--- src/rtl/sm_2c_conv_pipe.sv ---
// Two-stage sign-magnitude <-> two's-complement converter with valid/ready flow control.
// Optional build macro: SAT_CONV_EN (2C->SM of the most-negative value saturates instead of giving SM -0).
module sm_2c_conv_pipe #(
  parameter int W = 32
) (
  input  logic         clk,
  input  logic         rst,
  input  logic         in_valid,
  output logic         in_ready,
  input  logic [W-1:0] in_data,
  input  logic         in_mode,
  output logic         out_valid,
  input  logic         out_ready,
  output logic [W-1:0] out_data,
  output logic         out_mode,
  output logic         out_negzero,
  output logic         out_ovf
);

  localparam logic [W-1:0] ONE = W'(1);

  logic         s1_valid;
  logic [W-1:0] s1_data;
  logic         s1_mode;

  logic         s1_load;
  logic         s2_load;

  logic         sign;
  logic [W-2:0] low;
  logic         low_zero;
  logic [W-1:0] negated;
  logic [W-1:0] conv_data;
  logic         conv_negzero;
  logic         conv_ovf;

  // S2 takes a word whenever it is empty or its word is leaving this cycle.
  assign s2_load  = s1_valid && (!out_valid || out_ready);
  assign in_ready = !rst && (!s1_valid || s2_load);
  assign s1_load  = in_valid && in_ready;

  always_ff @(posedge clk or posedge rst) begin
    if (rst) begin
      s1_valid <= 1'b0;
      s1_data  <= '0;
      s1_mode  <= 1'b0;
    end else begin
      if (s1_load) begin
        s1_data <= in_data;
        s1_mode <= in_mode;
      end
      if (s1_load)
        s1_valid <= 1'b1;
      else if (s2_load)
        s1_valid <= 1'b0;
    end
  end

  assign sign     = s1_data[W-1];
  assign low      = s1_data[W-2:0];
  assign low_zero = (low == '0);
  // SM->2C negates the zero-extended magnitude; 2C->SM negates the whole word.
  assign negated  = ~(s1_mode ? s1_data : {1'b0, low}) + ONE;

  always_comb begin
    conv_data    = s1_data;
    conv_negzero = 1'b0;
    conv_ovf     = 1'b0;
    if (sign) begin
      if (!s1_mode) begin
        if (low_zero) begin
          conv_data    = '0;
          conv_negzero = 1'b1;
        end else begin
          conv_data = negated;
        end
      end else begin
        if (low_zero) begin
          conv_ovf = 1'b1;
`ifdef SAT_CONV_EN
          conv_data = {1'b1, {(W-1){1'b1}}};
`else
          conv_data = {1'b1, {(W-1){1'b0}}};
`endif
        end else begin
          conv_data = {1'b1, negated[W-2:0]};
        end
      end
    end
  end

  always_ff @(posedge clk or posedge rst) begin
    if (rst) begin
      out_valid   <= 1'b0;
      out_data    <= '0;
      out_mode    <= 1'b0;
      out_negzero <= 1'b0;
      out_ovf     <= 1'b0;
    end else begin
      if (s2_load) begin
        out_valid   <= 1'b1;
        out_data    <= conv_data;
        out_mode    <= s1_mode;
        out_negzero <= conv_negzero;
        out_ovf     <= conv_ovf;
      end else if (out_ready) begin
        out_valid <= 1'b0;
      end
    end
  end

endmodule

--- config.mk ---
export PLATFORM = sky130hd
export DESIGN_NAME = sm_2c_conv_pipe
export DESIGN_NICKNAME = d
export VERILOG_FILES = /design/src/rtl/sm_2c_conv_pipe.sv
export SDC_FILE = /design/constraint.sdc
export NUM_CORES = 1
export LEC_CHECK = 0
export ABC_AREA = 1
export BUFFER_PORTS_ARGS = -buffer_cell sky130_fd_sc_hd__buf_2
export CORE_ASPECT_RATIO = 2
export CORE_MARGIN = 2
export CORE_UTILIZATION = 45
export DETAILED_ROUTE_END_ITERATION = 12
export GPL_ROUTABILITY_DRIVEN = 0
export PLACE_DENSITY = 0.71
export SLEW_MARGIN = 15
export SYNTH_ARGS = -nofsm -noshare
export SYNTH_HDL_FRONTEND = slang
export SYNTH_SLANG_ARGS = --single-unit
--- constraint.sdc ---
create_clock -name clk -period 3.8 [get_ports clk]
set_input_delay 0.76 -clock clk [delete_from_list [all_inputs] [get_ports clk]]
set_output_delay 0.76 -clock clk [all_outputs]
set_load 0.01 [all_outputs]
# Word level (Yosys, flattened, before mapping)
# Cells that the tools add are included.
# op_classes
add_sub_neg	1
n_mux	14
bitwise_logic	1
n_reduce_logical	11
# ops
operator	n
32-bit 2-to-1 mux	4
32-bit by 1-bit adder with 32-bit output (second input constant)	1
32-bit NOT	1
31-bit logical NOT	1
31-bit 2-to-1 mux	1
1-bit 2-to-1 mux	9
2-bit nonzero test	2
1-bit logical AND	3
1-bit logical NOT	3
1-bit logical OR	2
# word_totals
ff_bits	70
input_bits	37
output_inout_bits	37
word_cells	35

# Depth between registers and ports, before layout
# Gate-level depths: netlist (run 1).
# depth
depth_word	7
ltp_mapped	11
mapped_depth_nobuf	11

# Worst setup path after synthesis (run 1)
# OpenSTA, ideal clock, no wires.
# synth_path
path_type	input to output
startpoint	input port rst
endpoint	output port in_ready
arrival_ns	2.515
path_slack_ns	0.525
stages	3
path_buffers	0
cell_sequence	inv_1 nand2_1 inv_1
# synth_between
elab_chain_cells	2
# synth_lines
element	line_no	source
start, declared	7	input logic rst,
1-bit logical NOT (no line)	n/a	
1-bit logical AND	39	assign in_ready = !rst && (!s1_valid || s2_load);
end, declared	9	output logic in_ready,
# Every way passes these cells.

# Final worst setup path (run 1)
# layout_path
startpoint	input port out_ready
endpoint	output port in_ready
# layout_between
elab_chain_cells	4
# layout_lines
element	line_no	source
start, declared	13	input logic out_ready,
1-bit logical OR	38	assign s2_load = s1_valid && (!out_valid || out_ready);
1-bit logical AND	38	
1-bit logical OR	39	
1-bit logical AND	39	
# Every way passes these cells.

==> flow_metrics.py, run 1 <==
metrics = {
    "timing": {
        "fin_ws_ns": 1.77,
        "layout_min_cycle_time_ns": 2.03,
        "timing_hold_violations_final": 0,
        "finalSetupViolCount": 0,
        "slew_violations": 0,
        "worst_pin_slew_ns": 0.913,
        "timing.final.crit_share_pct": 53.4,
        "fmax_mhz": 493,
        "max-slew-margin-rel_pct": 39.1,
        "fin_skew_ns": 0.00547,
        "rsz0062_at_grt": "false",
        "tns_ns": 0,
    },
    "cts": {
        "path_clk_slew_ns": 0.05,
        "cts_sinks": 70,
        "post_cts_resized": 0,
        "clock-root-buffer": "clkbuf_16",
        "postCtsSetupBuffers": 0,
        "cts_tree": "built",
        "clock_path_buffers": 2,
        "insertion_delay_ns": 0.33,
        "cts_buffers": 9,
        "cts_max_level": 3,
        "ctsHoldBuffers": 0,
    },
    "yosys": {
        "synth_top_area_share_pct": 49.2,
        "yosysMostFrequentCell": "nand2_1",
        "synth_nets": 485,
        "synth_area_leader_cell": "dfrtp_1",
        "synthArstFlopShare_pct": 100,
        "synth_edf_count": 0,
        "synth-seq-area-share_pct": 49.2,
        "avgSynthCellArea_um2": 7.97,
        "synth_common_cells": "nand2_1 (145), dfrtp_1 (70), nor2_1 (69)",
        "synth-seq-cells": 70,
        "synth_area_um2": 3560,
        "ys.flop_type": "dfrtp_1",
        "synthTopCellsByArea": "dfrtp_1 (49%), nand2_1 (15%), nor2_1 (7.3%)",
        "synthCells": 447,
        "ys_warn_count": 0,
        "ys_types": 28,
    },
    "drt": {
        "drt-initial-drc-count": 225,
        "via_per_inst": 5.06,
        "antenna_left": 0,
        "wire_per_inst_um": 14.2,
        "drtPass1Iterations": 4,
        "routed_wl_mm": 8.81,
        "via_count": 3138,
        "drc": 0,
    },
    "flow_run": {
        "cap_viol_max_count": 0,
    },
    "layout": {
        "diodes": 0,
        "final_util_pct": 56.6,
        "n_fill_cell": 745,
        "area_growth_pct": 21.7,
        "drive_gt1_share_pct": 24.5,
        "final_nets": 559,
        "fin_cells": 620,
    },
    "grt": {
        "antenna_found_initial": 0,
        "grt_max_degree": 71,
        "first_global_vias": 3194,
        "grt_overflow_total": 0,
        "grt_pass1_wl_mm": 14.5,
        "grt_usage_pct": 22.4,
    },
    "die": {
        "io_pins": 74,
        "die_area_um2": 8680,
        "start_util_pct": 46.5,
        "die_y_um": 130,
        "core_area_um2": 7660,
        "row_count": 45,
        "die_w_um": 66.9,
    },
    "critical_path": {
        "critPathLaunchType": "input port",
        "r2r-start": "s1_data[31]",
        "path_class": "in -> out",
        "crit_arrival_ns": 1.27,
        "end_kind": "primary output",
        "cp.required_ns": 3.04,
        "cp_max_fo": 2,
        "setup.worst_path.start": "out_ready",
    },
    "placement": {
        "dp_hpwl_mm": 6.58,
        "io_buffers": 73,
        "placed_cells": 604,
        "pre_cts_ws_ns": 1.62,
    },
    "pwr": {
        "leakagePower_nw": 2.23,
        "power.total_w": 0.00261,
        "pwr_density_cell_nw_per_um2": 603,
        "peakVddDrop_v": 0.000314,
    },
    "run_status": {
        "outcome": "complete, no violations",
    },
    "min_path": {
        "hp-start": "out_data[7]",
        "hold_class": "reg -> reg",
    },
}
-- worst max-delay path: stages --
cell and delay, ns:
buf_2 0.10, inv_1 0.06, nand3_1 0.09, nand2_1 0.07
inv_1 0.05, buf_2 0.13
-- state kept, by name (all words and copies together) (netlist names) --
name / flops
out_ovf: 1
s1_valid: 1
out_data: 32
s1_mode: 1
s1_data: 32
out_mode: 1
out_valid: 1
out_negzero: 1
-- logic make-up after synthesis --
logic type / share of synthesized area [%]
buffers and inverters: 5.41
multiplexers: 4.11
AND/OR/NAND/NOR: 28.8
flip-flops: 49.2
XOR/XNOR: 3.44
adder cells (fa/ha/maj): 0.351
AO/OA/AOI/OAI: 8.64
-- stage by stage --
| step | area (um2) | hold slack (ns) |
|---|---|---|
| detailed placement | 4000 | 0.461 |
| finish | 4340 | 0.474 |
| global placement | 4000 | 0.460 |
| CTS | 4340 | 0.476 |
| floorplan | 3560 | 0.456 |
| global route | 4340 | 0.498 |
-- metal layers --
metal / part of all wire (%) / track usage, % / vias up
li1: - / - / 1557
met1: 36 / 23.6 / 1464
met2: 55 / 40.1 / 84
met3: 4.2 / 5.00 / 33
met4: 4.4 / 12.6 / 0
met5: 0 / 0 / -
-- worst paths after layout --
check	endpoint	slack, ns	cells past startpoint
max in group asynchronous	s1_data[24]	2.51	3
worst min register to register	out_data[7]	0.47	2
worst max-delay path	in_ready	1.77	6
worst min-delay path	out_data[7]	0.47	2
min in group asynchronous	s1_data[2]	0.68	3
worst max register to register	out_data[8]	1.78	4
-- layout make-up --
class | instances | area (um2) | share of cell area [%]
repair buffers | 77 | 395 | 9.12
clock buffers | 9 | 225 | 5.19
flip-flops and latches | 70 | 1750 | 40.4
multi-input cells | 332 | 1620 | 37.3
well taps | 94 | 118 | 2.71
inverters | 31 | 116 | 2.68
clock inverters | 7 | 113 | 2.60
-- placed cells by master, fill, tap and decap left out --
| cell | count |
|---|---|
| nand2_1 | 145 |
| buf_2 | 73 |
| dfrtp_1 | 70 |
| nor2_1 | 69 |
| inv_1 | 28 |
| nand3_1 | 23 |
| a21oi_1 | 22 |
| o21ai_0 | 18 |
| xor2_1 | 13 |
| mux2_2 | 13 |
| o21ai_2 | 10 |
| clkbuf_16 | 9 |
| nor2_2 | 4 |
| buf_4 | 4 |
| nand2_2 | 3 |
| clkinv_2 | 3 |
| bufinv_16 | 3 |
| inv_2 | 2 |
| nor2_4 | 2 |
| nand3b_1 | 2 |
| nand3_2 | 1 |
| clkinv_1 | 1 |
| nand2_4 | 1 |
| nand4_1 | 1 |
| xnor2_1 | 1 |
| o211ai_1 | 1 |
| o21bai_1 | 1 |
| o21ai_1 | 1 |
| ha_1 | 1 |
| clkinvlp_4 | 1 |
-- power breakdown --
| group | switching [W] | internal [W] | leakage (nW) |
|---|---|---|---|
| Sequential | 0.000133 | 0.000917 | 0.831 |
| Combinational | 0.000365 | 0.000251 | 1.23 |
| Clock | 0.000311 | 0.000637 | 0.165 |
| Total | 0.000809 | 0.00180 | 2.23 |
Power figures use the tool's default switching activity.
==> inputs of run 2 (changes only) <==
--- a/config.mk
+++ b/config.mk
@@ -5,14 +5,14 @@
 export SDC_FILE = /design/constraint.sdc
 export NUM_CORES = 1
 export LEC_CHECK = 0
-export ABC_AREA = 1
+export ABC_AREA = 0
 export BUFFER_PORTS_ARGS = -buffer_cell sky130_fd_sc_hd__buf_2
 export CORE_ASPECT_RATIO = 2
 export CORE_MARGIN = 2
 export CORE_UTILIZATION = 45
 export DETAILED_ROUTE_END_ITERATION = 12
 export GPL_ROUTABILITY_DRIVEN = 0
-export PLACE_DENSITY = 0.71
+export PLACE_DENSITY = 0.74
 export SLEW_MARGIN = 15
 export SYNTH_ARGS = -nofsm -noshare
 export SYNTH_HDL_FRONTEND = slang
==> constraint.sdc (replaced) <==
create_clock -name clk -period 1.75 [get_ports clk]
set_input_delay 0.35 -clock clk [delete_from_list [all_inputs] [get_ports clk]]
set_output_delay 0.35 -clock clk [all_outputs]
set_load 0.01 [all_outputs]
==> flow_metrics.py, run 2 <==
metrics = {
    "grt": {
        "grt_usage_pct": 24.4,
        "first_global_vias": 3055,
        "grt_overflow_total": 0,
        "grt_pass1_wl_mm": 15.0,
        "grt_max_degree": 71,
        "antenna_found_initial": 0,
    },
    "layout": {
        "area_growth_pct": 47.9,
        "final_cell_mix": "buf_2 (73), dfrtp_1 (70), buf_4 (59)",
        "multi_input_area_um2": 1850,
        "final_nets": 478,
        "regArea_um2": 1750,
        "reg_top3": "out_data (32), s1_data (32)",
        "fin_cells": 537,
        "drive_gt1_share_pct": 53.9,
        "final_common_cell": "buf_2",
        "n_fill_cell": 506,
        "diodes": 0,
    },
    "critical_path": {
        "cp.required_ns": 1.96,
        "setup.worst_path.start": "s1_data[7]",
        "r2r-start": "s1_data[7]",
        "path_class": "reg -> reg",
        "r2r_cells": 6,
        "cp_max_fo": 5,
        "end_kind": "flop",
        "critPathLaunchType": "flop",
        "regToRegSetupSlack_ns": -0.45,
        "reg2reg_to": "out_data[29]",
        "crit_arrival_ns": 2.41,
    },
    "min_path": {
        "hold_class": "in -> async",
    },
    "die": {
        "core_area_um2": 7320,
        "io_pins": 74,
        "die_y_um": 127,
        "start_util_pct": 46.5,
        "die_area_um2": 8320,
        "row_count": 44,
        "die_w_um": 65.5,
    },
    "timing": {
        "max-slew-margin-rel_pct": 68.8,
        "layout_min_cycle_time_ns": 2.20,
        "timing.final.crit_share_pct": 126,
        "fin_skew_ns": 0.00697,
        "holdWs_ns": 0.106,
        "rsz0062_at_grt": "true",
        "timing_hold_violations_final": 0,
        "finalSetupViolCount": 32,
        "fmax_mhz": 455,
        "fin_ws_ns": -0.447,
        "slew_violations": 0,
        "worst_pin_slew_ns": 0.468,
    },
    "yosys": {
        "synth_top_area_share_pct": 51.5,
        "ys_types": 43,
        "synth_area_leader_cell": "dfrtp_1",
        "avgSynthCellArea_um2": 11.3,
        "ys.flop_type": "dfrtp_1",
        "synth-seq-area-share_pct": 51.5,
        "synth-seq-cells": 70,
        "synthTopCellsByArea": "dfrtp_1 (51%), mux2_2 (11%), xor2_1 (5.1%)",
        "ys_warn_count": 0,
        "synth_area_um2": 3400,
        "yosysMostFrequentCell": "dfrtp_1",
        "synthCells": 302,
        "synth_nets": 340,
        "synthArstFlopShare_pct": 100,
        "synth_common_cells": "dfrtp_1 (70), nand2_1 (39), mux2_2 (33)",
        "synth_edf_count": 0,
    },
    "cts": {
        "cts_sinks": 70,
        "insertion_delay_ns": 0.33,
        "ctsHoldBuffers": 0,
        "cts_max_level": 3,
        "clock-root-buffer": "clkbuf_16",
        "cts_buffers": 9,
        "clock_path_buffers": 2,
        "cts_tree": "built",
        "path_clk_slew_ns": 0.05,
    },
    "drt": {
        "drc": 0,
        "antenna_left": 0,
        "wl_met2_mm": 6.05,
        "via_per_inst": 5.69,
        "via_count": 3058,
        "wl_met1_mm": 3.51,
        "highest_layer": "met4",
        "wire_per_inst_um": 19.9,
        "wl_met3_um": 442,
        "routed_wl_mm": 10.7,
        "drt-initial-drc-count": 203,
        "drtPass1Iterations": 5,
    },
    "pwr": {
        "pwr_density_cell_nw_per_um2": 1200,
        "leakagePower_nw": 2.34,
        "peakVddDrop_v": 0.000850,
    },
    "placement": {
        "dp_hpwl_mm": 6.64,
        "placed_cells": 509,
        "io_buffers": 73,
    },
    "flow_run": {
        "cap_viol_max_count": 0,
    },
    "run_status": {
        "violations": "negative setup slack",
        "outcome": "finished, violations left",
    },
}
## run 2: cell count changes in the layout (fill, tap and decap cells not counted), moves of 11 or more
cell / delta
nand2_1: -108
nor2_1: -63
buf_4: +55
inv_1: -27
nand3_1: -21
mux2_2: +20
a21oi_1: -18
o21ai_1: +13
o31ai_1: +11
## run 2: worst max-delay path, stage by stage (launching register included)
cell and delay, ns:
dfrtp_1 0.37, or4_4 0.58, buf_6 0.16, nor3_1 0.29, nand4_1 0.23, nor4b_1 0.21
a211o_1 0.24
## run 2: per-stage QoR
stage | total power, W | setup TNS [ns] | cell area, um2 | util, % | worst slack [ns]
2_1_floorplan | 0.00322 | -7.52 | 3440 | - | -0.445
3_3_place_gp | 0.00399 | -7.72 | 4320 | 59.1 | -0.389
5_1_grt | 0.00633 | -13.01 | 5030 | 68.8 | -0.543
3_5_place_dp | 0.00406 | -8.91 | 4320 | 59.1 | -0.435
6_report | 0.00603 | -10.65 | 5030 | 68.8 | -0.447
4_1_cts | 0.00586 | -9.73 | 4750 | 64.8 | -0.410
## run 2: where the power goes
group	switching, W	leakage [nW]	internal [W]
combinational	0.00106	1.36	0.000942
clock	0.000631	0.137	0.00108
sequential	0.000290	0.846	0.00203
## run 2: how the worst max path moves through the flow
stage / to / slack [ns] / cells after the start
floorplan: out_data[29] / -0.44 / 7
global placement: out_data[28] / -0.39 / 8
detailed placement: out_data[28] / -0.43 / 8
CTS: out_data[28] / -0.41 / 8
global route: out_data[18] / -0.54 / 8
finish: out_data[29] / -0.45 / 6
## run 2: logic make-up (layout without fill, tap and decap cells)
logic type	after synthesis	in the layout	synth area share (%)
flip-flops	70	70	51.5
XOR/XNOR	26	26	6.69
buffers and inverters	24	166	3.38
AO/OA/AOI/OAI	66	66	15.0
AND/OR/NAND/NOR	82	83	12.1
adder cells (fa/ha/maj)	1	1	0.368
multiplexers	33	33	10.9
## run 2: what timing repair did
item | CTS | global route
gates cloned | 1 | 0
pin swaps | 9 | 26
setup buffers | 2 | 10
setup endpoints to repair | 32 | 33
gates resized for setup | 22 | 42
hold endpoints to repair | 0 | 0
## run 2: routing by layer
metal / global-route usage (%) / up-vias
met5: 0 / -
met4: 15.7 / 0
met3: 5.19 / 49
met2: 44.1 / 127
met1: 24.3 / 1515
li1: - / 1367
## run 2: cell type report
type                            count  share of cell area (%)
Sequential cell                    70                    34.8
Timing Repair Buffer              145                    20.1
Multi-Input combinational cell    209                    36.8
Tap cell                           92                    2.29
Clock buffer                       16                    5.59
Inverter                            5                   0.447
==> inputs of run 3 (changes only) <==
--- a/config.mk
+++ b/config.mk
@@ -6,13 +6,13 @@
 export NUM_CORES = 1
 export LEC_CHECK = 0
 export ABC_AREA = 0
-export BUFFER_PORTS_ARGS = -buffer_cell sky130_fd_sc_hd__buf_2
 export CORE_ASPECT_RATIO = 2
 export CORE_MARGIN = 2
-export CORE_UTILIZATION = 45
+export CORE_UTILIZATION = 57
 export DETAILED_ROUTE_END_ITERATION = 12
+export DONT_BUFFER_PORTS = 1
 export GPL_ROUTABILITY_DRIVEN = 0
-export PLACE_DENSITY = 0.74
+export PLACE_DENSITY = 0.78
 export SLEW_MARGIN = 15
 export SYNTH_ARGS = -nofsm -noshare
 export SYNTH_HDL_FRONTEND = slang
==> flow_metrics.py, run 3 (synthesis gave the netlist of run 2 again) <==
metrics = {
    "run_status": {
        "outcome": "finished, violations left",
        "violations": "design-rule violations, negative setup slack",
    },
    "layout": {
        "n_fill_cell": 324,
        "area_growth_pct": 34.9,
        "regArea_um2": 1750,
        "final_cell_mix": "dfrtp_1 (70), buf_4 (55), nand2_1 (36)",
        "diodes": 0,
        "multi_input_area_um2": 1860,
        "reg_top3": "out_data (32), s1_data (32)",
        "drive_gt1_share_pct": 45.4,
        "final_common_cell": "dfrtp_1",
        "final_nets": 401,
    },
    "flow_run": {
        "cap_viol_max_count": 0,
    },
    "grt": {
        "grt_pass1_wl_mm": 13.7,
        "antenna_found_initial": 0,
        "grt_usage_pct": 28.2,
        "grt_max_degree": 71,
        "first_global_vias": 2812,
        "grt_overflow_total": 0,
    },
    "cts": {
        "clock_path_buffers": 2,
        "clock-root-buffer": "clkbuf_16",
        "path_clk_slew_ns": 0.05,
        "cts_max_level": 3,
        "insertion_delay_ns": 0.33,
        "cts_buffers": 9,
        "cts_tree": "built",
        "cts_sinks": 70,
    },
    "critical_path": {
        "cp_max_fo": 6,
        "path_class": "reg -> reg",
        "crit_chain": "buf_6 -> or4_4 -> or3_4 -> buf_6 -> o31ai_4 -> xor2_1 -> o21ai_1",
        "cp.required_ns": 1.96,
        "cpPeakStageDelay_ns": 0.53,
        "crit_slowest_cell": "or4_4",
        "critPathLaunchType": "flop",
        "crit_arrival_ns": 2.50,
        "end_kind": "flop",
        "cp_top_family": "simple AND/OR/NAND/NOR gates",
        "crit_buf_inv": 2,
        "cpMostUsedCell": "buf_6",
    },
    "timing": {
        "fin_ws_ns": -0.542,
        "fin_skew_ns": 0.00388,
        "timing.final.crit_share_pct": 131,
        "max-slew-margin-rel_pct": 68.7,
        "timing_hold_violations_final": 0,
        "tns_ns": -12.06,
        "slew_violations": 0,
        "holdWs_ns": 0.166,
        "fmax_mhz": 436,
        "layout_min_cycle_time_ns": 2.29,
        "finalSetupViolCount": 34,
        "rsz0062_at_grt": "true",
        "worst_pin_slew_ns": 0.465,
    },
    "die": {
        "die_w_um": 58.6,
        "die_y_um": 113,
        "die_area_um2": 6640,
        "io_pins": 74,
        "core_area_um2": 5760,
        "start_util_pct": 59.1,
        "row_count": 39,
    },
    "placement": {
        "dp_hpwl_mm": 5.82,
        "io_buffers": 0,
    },
    "drt": {
        "highest_layer": "met4",
        "drtPass1Iterations": 8,
        "via_count": 2706,
        "via_per_inst": 6.31,
        "drt-initial-drc-count": 173,
        "wire_per_inst_um": 22.6,
        "antenna_left": 0,
        "routed_wl_mm": 9.69,
        "wl_met2_mm": 5.46,
        "drc": 5,
        "wl_met1_mm": 3.21,
        "wl_met3_um": 527,
    },
    "pwr": {
        "pwr_density_cell_nw_per_um2": 1250,
        "leakagePower_nw": 2.02,
        "peakVddDrop_v": 0.000893,
    },
    "min_path": {
        "hold_class": "in -> reg",
    },
}
run 3: repair_timing:
action,CTS,global route
hold buffers,1,0
pin swaps,17,28
setup endpoints to repair,32,32
buffers inserted,2,9
gates resized for setup,39,34
endpoints found under the hold margin,39,0
run 3: area by class of cell:
type / count / area share [%]
multi-input cells: 208 / 40.5
flip-flops and latches: 70 / 38.2
repair buffers: 69 / 13.1
clock buffers: 16 / 6.13
well taps: 61 / 1.66
inverters: 5 / 0.491
run 3: worst register-to-register path: stages (launching register included):
cell	delay (ns)
dfrtp_1	0.41
buf_6	0.13
or4_4	0.53
or3_4	0.44
buf_6	0.18
o31ai_4	0.21
xor2_1	0.20
o21ai_1	0.08
run 3: power by group:
group	switching (W)	leakage, nW	internal, W	total [W]
registers	0.000489	0.846	0.00203	0.00252
clock network	0.000623	0.137	0.00108	0.00170
logic	0.000788	1.04	0.000721	0.00151
run 3: layer usage:
metal  vias to the layer above  track usage (%)
met2                        93             51.9
li1                       1213                -
met4                         0             13.6
met5                         -                0
met3                        43             8.57
met1                      1357             27.2
run 3: metrics by stage:
stage	utilization, %	power (W)	cell area, um2	instances	setup slack [ns]
floorplan	-	0.00322	3440	302	-0.445
global placement	67.6	0.00368	3890	403	-0.361
detailed placement	67.6	0.00374	3890	403	-0.454
CTS	76.3	0.00557	4390	422	-0.387
global route	79.7	0.00597	4590	429	-0.584
finish	79.7	0.00573	4590	429	-0.542
run 3: worst paths after layout:
| check | startpoint | to | slack (ns) | cells after the start |
|---|---|---|---|---|
| max reg2reg | s1_data[1] | out_data[15] | -0.54 | 7 |
| min reg2reg | out_mode | out_mode | 0.55 | 2 |
| min | in_data[10] | s1_data[10] | 0.17 | 1 |
| min in group asynchronous | rst | out_valid | 0.58 | 3 |
| max | s1_data[1] | out_data[15] | -0.54 | 7 |
| max in group asynchronous | rst | out_data[2] | 0.85 | 3 |
